[config.mk]
export PLATFORM = sky130hd
export DESIGN_NAME = uart_rx
export DESIGN_NICKNAME = d
export VERILOG_FILES = /design/src/rtl/uart_rx.sv
export SDC_FILE = /design/constraint.sdc
export NUM_CORES = 1
export LEC_CHECK = 0
export BUFFER_PORTS_ARGS = -buffer_cell sky130_fd_sc_hd__buf_2
export CAP_MARGIN = 40
export CORE_MARGIN = 4
export CORE_UTILIZATION = 51
export CTS_CLUSTER_DIAMETER = 60
export DETAILED_ROUTE_END_ITERATION = 8
export PLACE_DENSITY = 0.71
export SKIP_LAST_GASP = 1
export SLEW_MARGIN = 20
export SYNTH_ARGS = -nofsm -noshare
export SYNTH_HDL_FRONTEND = slang
export SYNTH_SLANG_ARGS = --single-unit
[constraint.sdc]
create_clock -name clk -period 2.3 [get_ports clk]
set_clock_uncertainty 0.15 [all_clocks]
set_input_delay 0.46 -clock clk [delete_from_list [all_inputs] [get_ports clk]]
set_output_delay 0.46 -clock clk [all_outputs]
set_load 0.005 [all_outputs]
[src/rtl/uart_rx.sv]
// 8N1 UART byte receiver with 16x oversampling, a valid/ack holding register,
// framing-error and overrun pulses.
module uart_rx #(
  parameter int unsigned CLK_HZ = 100_000_000,
  parameter int unsigned BAUD   = 9600
) (
  input  logic       clk,
  input  logic       rst_n,
  input  logic       rx,
  output logic [7:0] dout,
  output logic       dout_valid,
  input  logic       dout_ack,
  output logic       frame_err,
  output logic       overrun,
  output logic       busy
);

  localparam int unsigned DIV   = CLK_HZ / (BAUD * 16);
  localparam int unsigned DIV_W = (DIV > 1) ? $clog2(DIV) : 1;

  typedef enum logic [2:0] {
    IDLE      = 3'd0,
    START     = 3'd1,
    DATA      = 3'd2,
    STOP      = 3'd3,
    WAIT_HIGH = 3'd4
  } state_e;

  logic [2:0]       rx_sync_q;
  logic             rx_s;
  state_e           state_q, state_d;
  logic [DIV_W-1:0] div_q, div_d;
  logic             tick;
  logic [3:0]       tcnt_q, tcnt_d;
  logic [2:0]       bidx_q, bidx_d;
  logic [7:0]       shift_q, shift_d;
  logic [7:0]       dout_q, dout_d;
  logic             dout_valid_q, dout_valid_d;
  logic             frame_err_q, frame_err_d;
  logic             overrun_q, overrun_d;
  logic             busy_q, busy_d;
  logic             load_c;

  // rx_s goes low two edges after the first edge that captures a low rx
  assign rx_s = rx_sync_q[2];
  assign tick = (div_q == DIV_W'(DIV - 1));

  always_ff @(posedge clk or negedge rst_n) begin
    if (!rst_n) begin
      rx_sync_q    <= 3'b111;
      state_q      <= IDLE;
      div_q        <= '0;
      tcnt_q       <= '0;
      bidx_q       <= '0;
      shift_q      <= '0;
      dout_q       <= '0;
      dout_valid_q <= 1'b0;
      frame_err_q  <= 1'b0;
      overrun_q    <= 1'b0;
      busy_q       <= 1'b0;
    end else begin
      rx_sync_q    <= {rx_sync_q[1:0], rx};
      state_q      <= state_d;
      div_q        <= div_d;
      tcnt_q       <= tcnt_d;
      bidx_q       <= bidx_d;
      shift_q      <= shift_d;
      dout_q       <= dout_d;
      dout_valid_q <= dout_valid_d;
      frame_err_q  <= frame_err_d;
      overrun_q    <= overrun_d;
      busy_q       <= busy_d;
    end
  end

  always_comb begin
    state_d      = state_q;
    div_d        = tick ? '0 : div_q + DIV_W'(1);
    tcnt_d       = tcnt_q;
    bidx_d       = bidx_q;
    shift_d      = shift_q;
    dout_d       = dout_q;
    dout_valid_d = dout_valid_q;
    frame_err_d  = 1'b0;
    overrun_d    = 1'b0;
    load_c       = 1'b0;

    unique case (state_q)
      IDLE: begin
        if (!rx_s) begin
          state_d = START;
          div_d   = '0;
          tcnt_d  = '0;
        end
      end
      START: begin
        if (tick) begin
          tcnt_d = tcnt_q + 4'd1;
          if (tcnt_q == 4'd7) begin
            if (!rx_s) begin
              state_d = DATA;
              tcnt_d  = '0;
              bidx_d  = '0;
            end else begin
              state_d = IDLE;
            end
          end
        end
      end
      DATA: begin
        if (tick) begin
          tcnt_d = tcnt_q + 4'd1;
          if (tcnt_q == 4'd15) begin
            tcnt_d  = '0;
            shift_d = {rx_s, shift_q[7:1]};
            bidx_d  = bidx_q + 3'd1;
            if (bidx_q == 3'd7) state_d = STOP;
          end
        end
      end
      STOP: begin
        if (tick) begin
          tcnt_d = tcnt_q + 4'd1;
          if (tcnt_q == 4'd15) begin
            tcnt_d = '0;
            if (rx_s) begin
              load_c  = 1'b1;
              state_d = IDLE;
            end else begin
              frame_err_d = 1'b1;
              state_d     = WAIT_HIGH;
            end
          end
        end
      end
      WAIT_HIGH: begin
        if (rx_s) state_d = IDLE;
      end
      default: state_d = IDLE;
    endcase

    // A load wins over an ack; an unacked load on top of an unread byte is an overrun
    if (load_c) begin
      dout_d       = shift_q;
      dout_valid_d = 1'b1;
      overrun_d    = dout_valid_q && !dout_ack;
    end else if (dout_ack && dout_valid_q) begin
      dout_valid_d = 1'b0;
    end

    busy_d = (state_d != IDLE);
  end

  assign dout       = dout_q;
  assign dout_valid = dout_valid_q;
  assign frame_err  = frame_err_q;
  assign overrun    = overrun_q;
  assign busy       = busy_q;

endmodule
==> metrics.log <==
INFO  metric run_status = finished, final reports clean
INFO  metric synth-edff-count = 0
INFO  metric post-route-min-period = 2.07 ns
INFO  metric power_frac_clock = 43.9%
INFO  metric route.detailed.wl_per_inst = 15.1 microns
INFO  metric area_growth_syn_to_layout = 12.9%
INFO  metric maximum_number_of_pins_on_one_net_before_global_route_repair = 23
INFO  metric maxCapViolations = 0
INFO  metric detailed_place.area = 2190 sq um
INFO  metric rsz_0062_raised_after_global_routing = no
INFO  metric dieWidth = 71.5 microns
INFO  metric critical_path.cell_chain = inv_1 > ha_1 > nand4bb_4 > nor4_1 > mux2_2 > nand4b_1
INFO  metric core-area = 3770 sq um
INFO  metric criticalPathCategory = reg2reg
INFO  metric synth_area_leaders = dfrtp_1, mux2_4, dfstp_2, mux2_2, ha_1
INFO  metric drive_above_1_share = 28.0%
INFO  metric overflow = 0
INFO  metric cts.repair.resized = 0
INFO  metric power_per_cell_area = 603 nW/um^2
INFO  metric starting_utilization_of_the_core_area = 54.6%
INFO  metric floorplan.rows = 22
INFO  metric seq_area_frac_synth = 52.5%
INFO  metric route.final.wire_length = 3.53 mm
INFO  metric worst-endpoint-arrival = 2.15 ns
INFO  metric drt-vias-per-instance = 5.56
INFO  metric power_switching_share = 19.7%
INFO  metric finalCoreUtilization = 61.6%
INFO  metric synthTopCellsByCount = dfrtp_1, nor2_1, nand3_1
INFO  metric route.vias.total = 1300
INFO  metric ys_async_sr_fraction = 100%
INFO  metric final-max-slew-violation-count = 0
INFO  metric min_path_type = in2reg
INFO  metric worstHoldStart = rx
INFO  metric clock_tree.htree_level_count = 2
INFO  metric synthCells = 165
INFO  metric die_area = 5120 sq um
INFO  metric post-route-period-util = 89.9%
INFO  metric syn-num-nets = 174
INFO  metric synth_top_area_share = 48.6%
INFO  metric max-slew-margin-rel = 65.8%
INFO  metric slowest_stage = nor4_1
INFO  metric number_of_global_route_vias_before_repair = 1322
INFO  metric num_io_pins = 16
INFO  metric net_sw_power = 276 uW
INFO  metric clk_pin_slew = 0.08 ns
INFO  metric synth_top_cell_by_area = dfrtp_1
INFO  metric antenna_found_initial = 0
INFO  metric timing.critical_path.fanout_max = 5
INFO  metric yosys.cell_count.top_type = dfrtp_1
INFO  metric global_route_wire_length_before_repair = 6.33 mm
INFO  metric port-buffer-count = 15
INFO  metric dr_drc_count = 0
INFO  metric dr.pass1.iters = 4
INFO  metric post-place-cells = 225
INFO  metric syn-mean-instance-area = 12.5 sq um
INFO  metric place_congestion = 0.933
INFO  metric r2r_start = div_q[0]$_DFF_PN0_
INFO  metric yosys.cell_types.count = 49
INFO  metric cts_num_sinks = 43
INFO  metric worst_skew_pair.late_latency = 0.29 ns
INFO  metric max_slew.worst_pin.slew = 0.513 ns
INFO  metric place_hpwl = 2.63 mm
INFO  metric internal_power = 1120 uW
INFO  metric setup.worst_path.end_class = flip-flop
INFO  metric cts-buffers-inserted = 5
INFO  metric combinationalPowerShare = 1.6%
INFO  metric cpLargestDelayFamily = simple AND/OR/NAND/NOR gates
INFO  metric timing.final.hold_violations = 0
INFO  metric ir_worst_vdd = 0.465 mV
INFO  metric drt_iter0_markers = 140
INFO  metric count_of_non_filler_cells_in_the_finished_layout = 234
INFO  metric timing.critical_path.slowest_cell_delay = 0.46 ns
INFO  metric num-nets-final = 194
INFO  metric cts_tree = yes
INFO  metric crit_required = 2.38 ns
INFO  metric antenna_violating_nets_post_route = 0
INFO  metric groute.usage.overall = 15.7%
INFO  metric post_synth_instance_area = 2060 sq um
INFO  metric root_buffer = clkbuf_8
INFO  metric synth.ff_latch_count = 43
INFO  metric insertedDiodeCount = 0
INFO  metric total_buffers_and_inverters_traversed_by_the_critical_path = 1
INFO  metric yosysWarnings = 0
INFO  metric fmax = 0.484 GHz
INFO  metric setup_viol = 0
INFO  metric stdcell_area = 2320 sq um
INFO  metric leakage = 0.00114 uW
INFO  metric synth_top_flop_cell = dfrtp_1
INFO  metric start_kind = flip-flop
INFO  metric clock_tree.buffer_depth = 2
INFO  metric critPathLaunch = div_q[0]$_DFF_PN0_
INFO  metric fin_tns_setup = 0 ns
INFO  metric floorplan.die.height = 71.5 microns
INFO  metric sequentialPowerShare = 54.5%
## logic make-up (layout without fill, tap and decap cells)
family	count (synthesis)	after routing	share of synthesized area [%]
buffers and inverters	10	31	2.07
AO/OA/AOI/OAI	16	16	5.90
adder cells (fa/ha/maj)	5	5	3.04
multiplexers	19	19	11.8
flip-flops	43	43	52.5
AND/OR/NAND/NOR	64	64	21.3
XOR/XNOR	8	8	3.40
## per-layer routing
metal	track usage (%)	wire length, microns
met1	21.7	1620
met2	23.8	1670
met3	4.35	180
met4	5.64	59
met5	0	0
## metrics by stage
stage	worst slack, ns	total power (uW)	hold WS, ns
final	0.233	1400	0.108
after floorplan	0.367	780	0.0144
after global routing	0.0944	1470	0.0833
after detailed placement	0.222	801	0.199
after global placement	0.295	800	0.196
after CTS	0.200	1420	0.0946
## worst register-to-register path, cell delays in order (launching register included)
cell and delay (ns):
dfrtp_1 0.43, inv_1 0.08, ha_1 0.20, nand4bb_4 0.16
nor4_1 0.46, mux2_2 0.42, nand4b_1 0.09
## path summary, 6_finish.rpt
check / end / slack, ns / cells after the start
max reg2reg: busy$_DFF_PN0_ / 0.23 / 6
max in group asynchronous: rx_sync_q[2]$_DFF_PN1_ / 0.92 / 3
min reg2reg: rx_sync_q[1]$_DFF_PN1_ / 0.21 / 0
max: busy$_DFF_PN0_ / 0.23 / 6
min: rx_sync_q[0]$_DFF_PN1_ / 0.11 / 1
min in group asynchronous: overrun$_DFF_PN0_ / 0.51 / 2
## flip-flops by register name, indices dropped and copies added, names as in the netlist
name	flops
state_q	3
dout	8
busy	1
dout_valid	1
frame_err	1
bidx_q	3
shift_q	8
tcnt_q	4
rx_sync_q	3
div_q	10
overrun	1
## cells in the final DEF, fill, tap and decap left out, types with 2 or more instances in the layout
master     count
dfrtp_1       40
nor2_1        16
buf_2         15
nand3_1        9
nand2_1        8
mux2_4         8
inv_1          6
mux2_2         6
xnor2_1        6
clkbuf_8       6
ha_1           5
mux2_1         4
nand2b_1       3
nor3_1         3
nor4_1         3
o21ai_0        3
dfstp_2        3
nand4bb_4      2
or2_1          2
xor2_1         2
a22o_1         2
o2bb2ai_1      2
## layout make-up
cell class,instances,area [sq um]
clock inverter,2,38.8
inverter,6,22.5
clock buffer,6,82.6
timing repair buffer,17,105
sequential,43,1080
fill,301,1450
tap,48,60.1
multi-input combinational,112,936
## power groups by stage
| stage | Clock, uW | Sequential, uW | Combinational (uW) |
|---|---|---|---|
| after floorplan | 0 | 776 | 4.22 |
| after detailed placement | 0 | 778 | 23.1 |
| after global routing | 675 | 764 | 27.2 |
| after CTS | 631 | 763 | 24.3 |
| after global placement | 0 | 778 | 22.4 |
| final | 615 | 763 | 22.8 |
## timing repair
action / 4_1_cts / 5_1_grt
endpoints found under the hold margin: 21 / 0
hold buffers: 1 / 0
setup buffers: 0 / 0
Power figures use the tool's default switching activity.
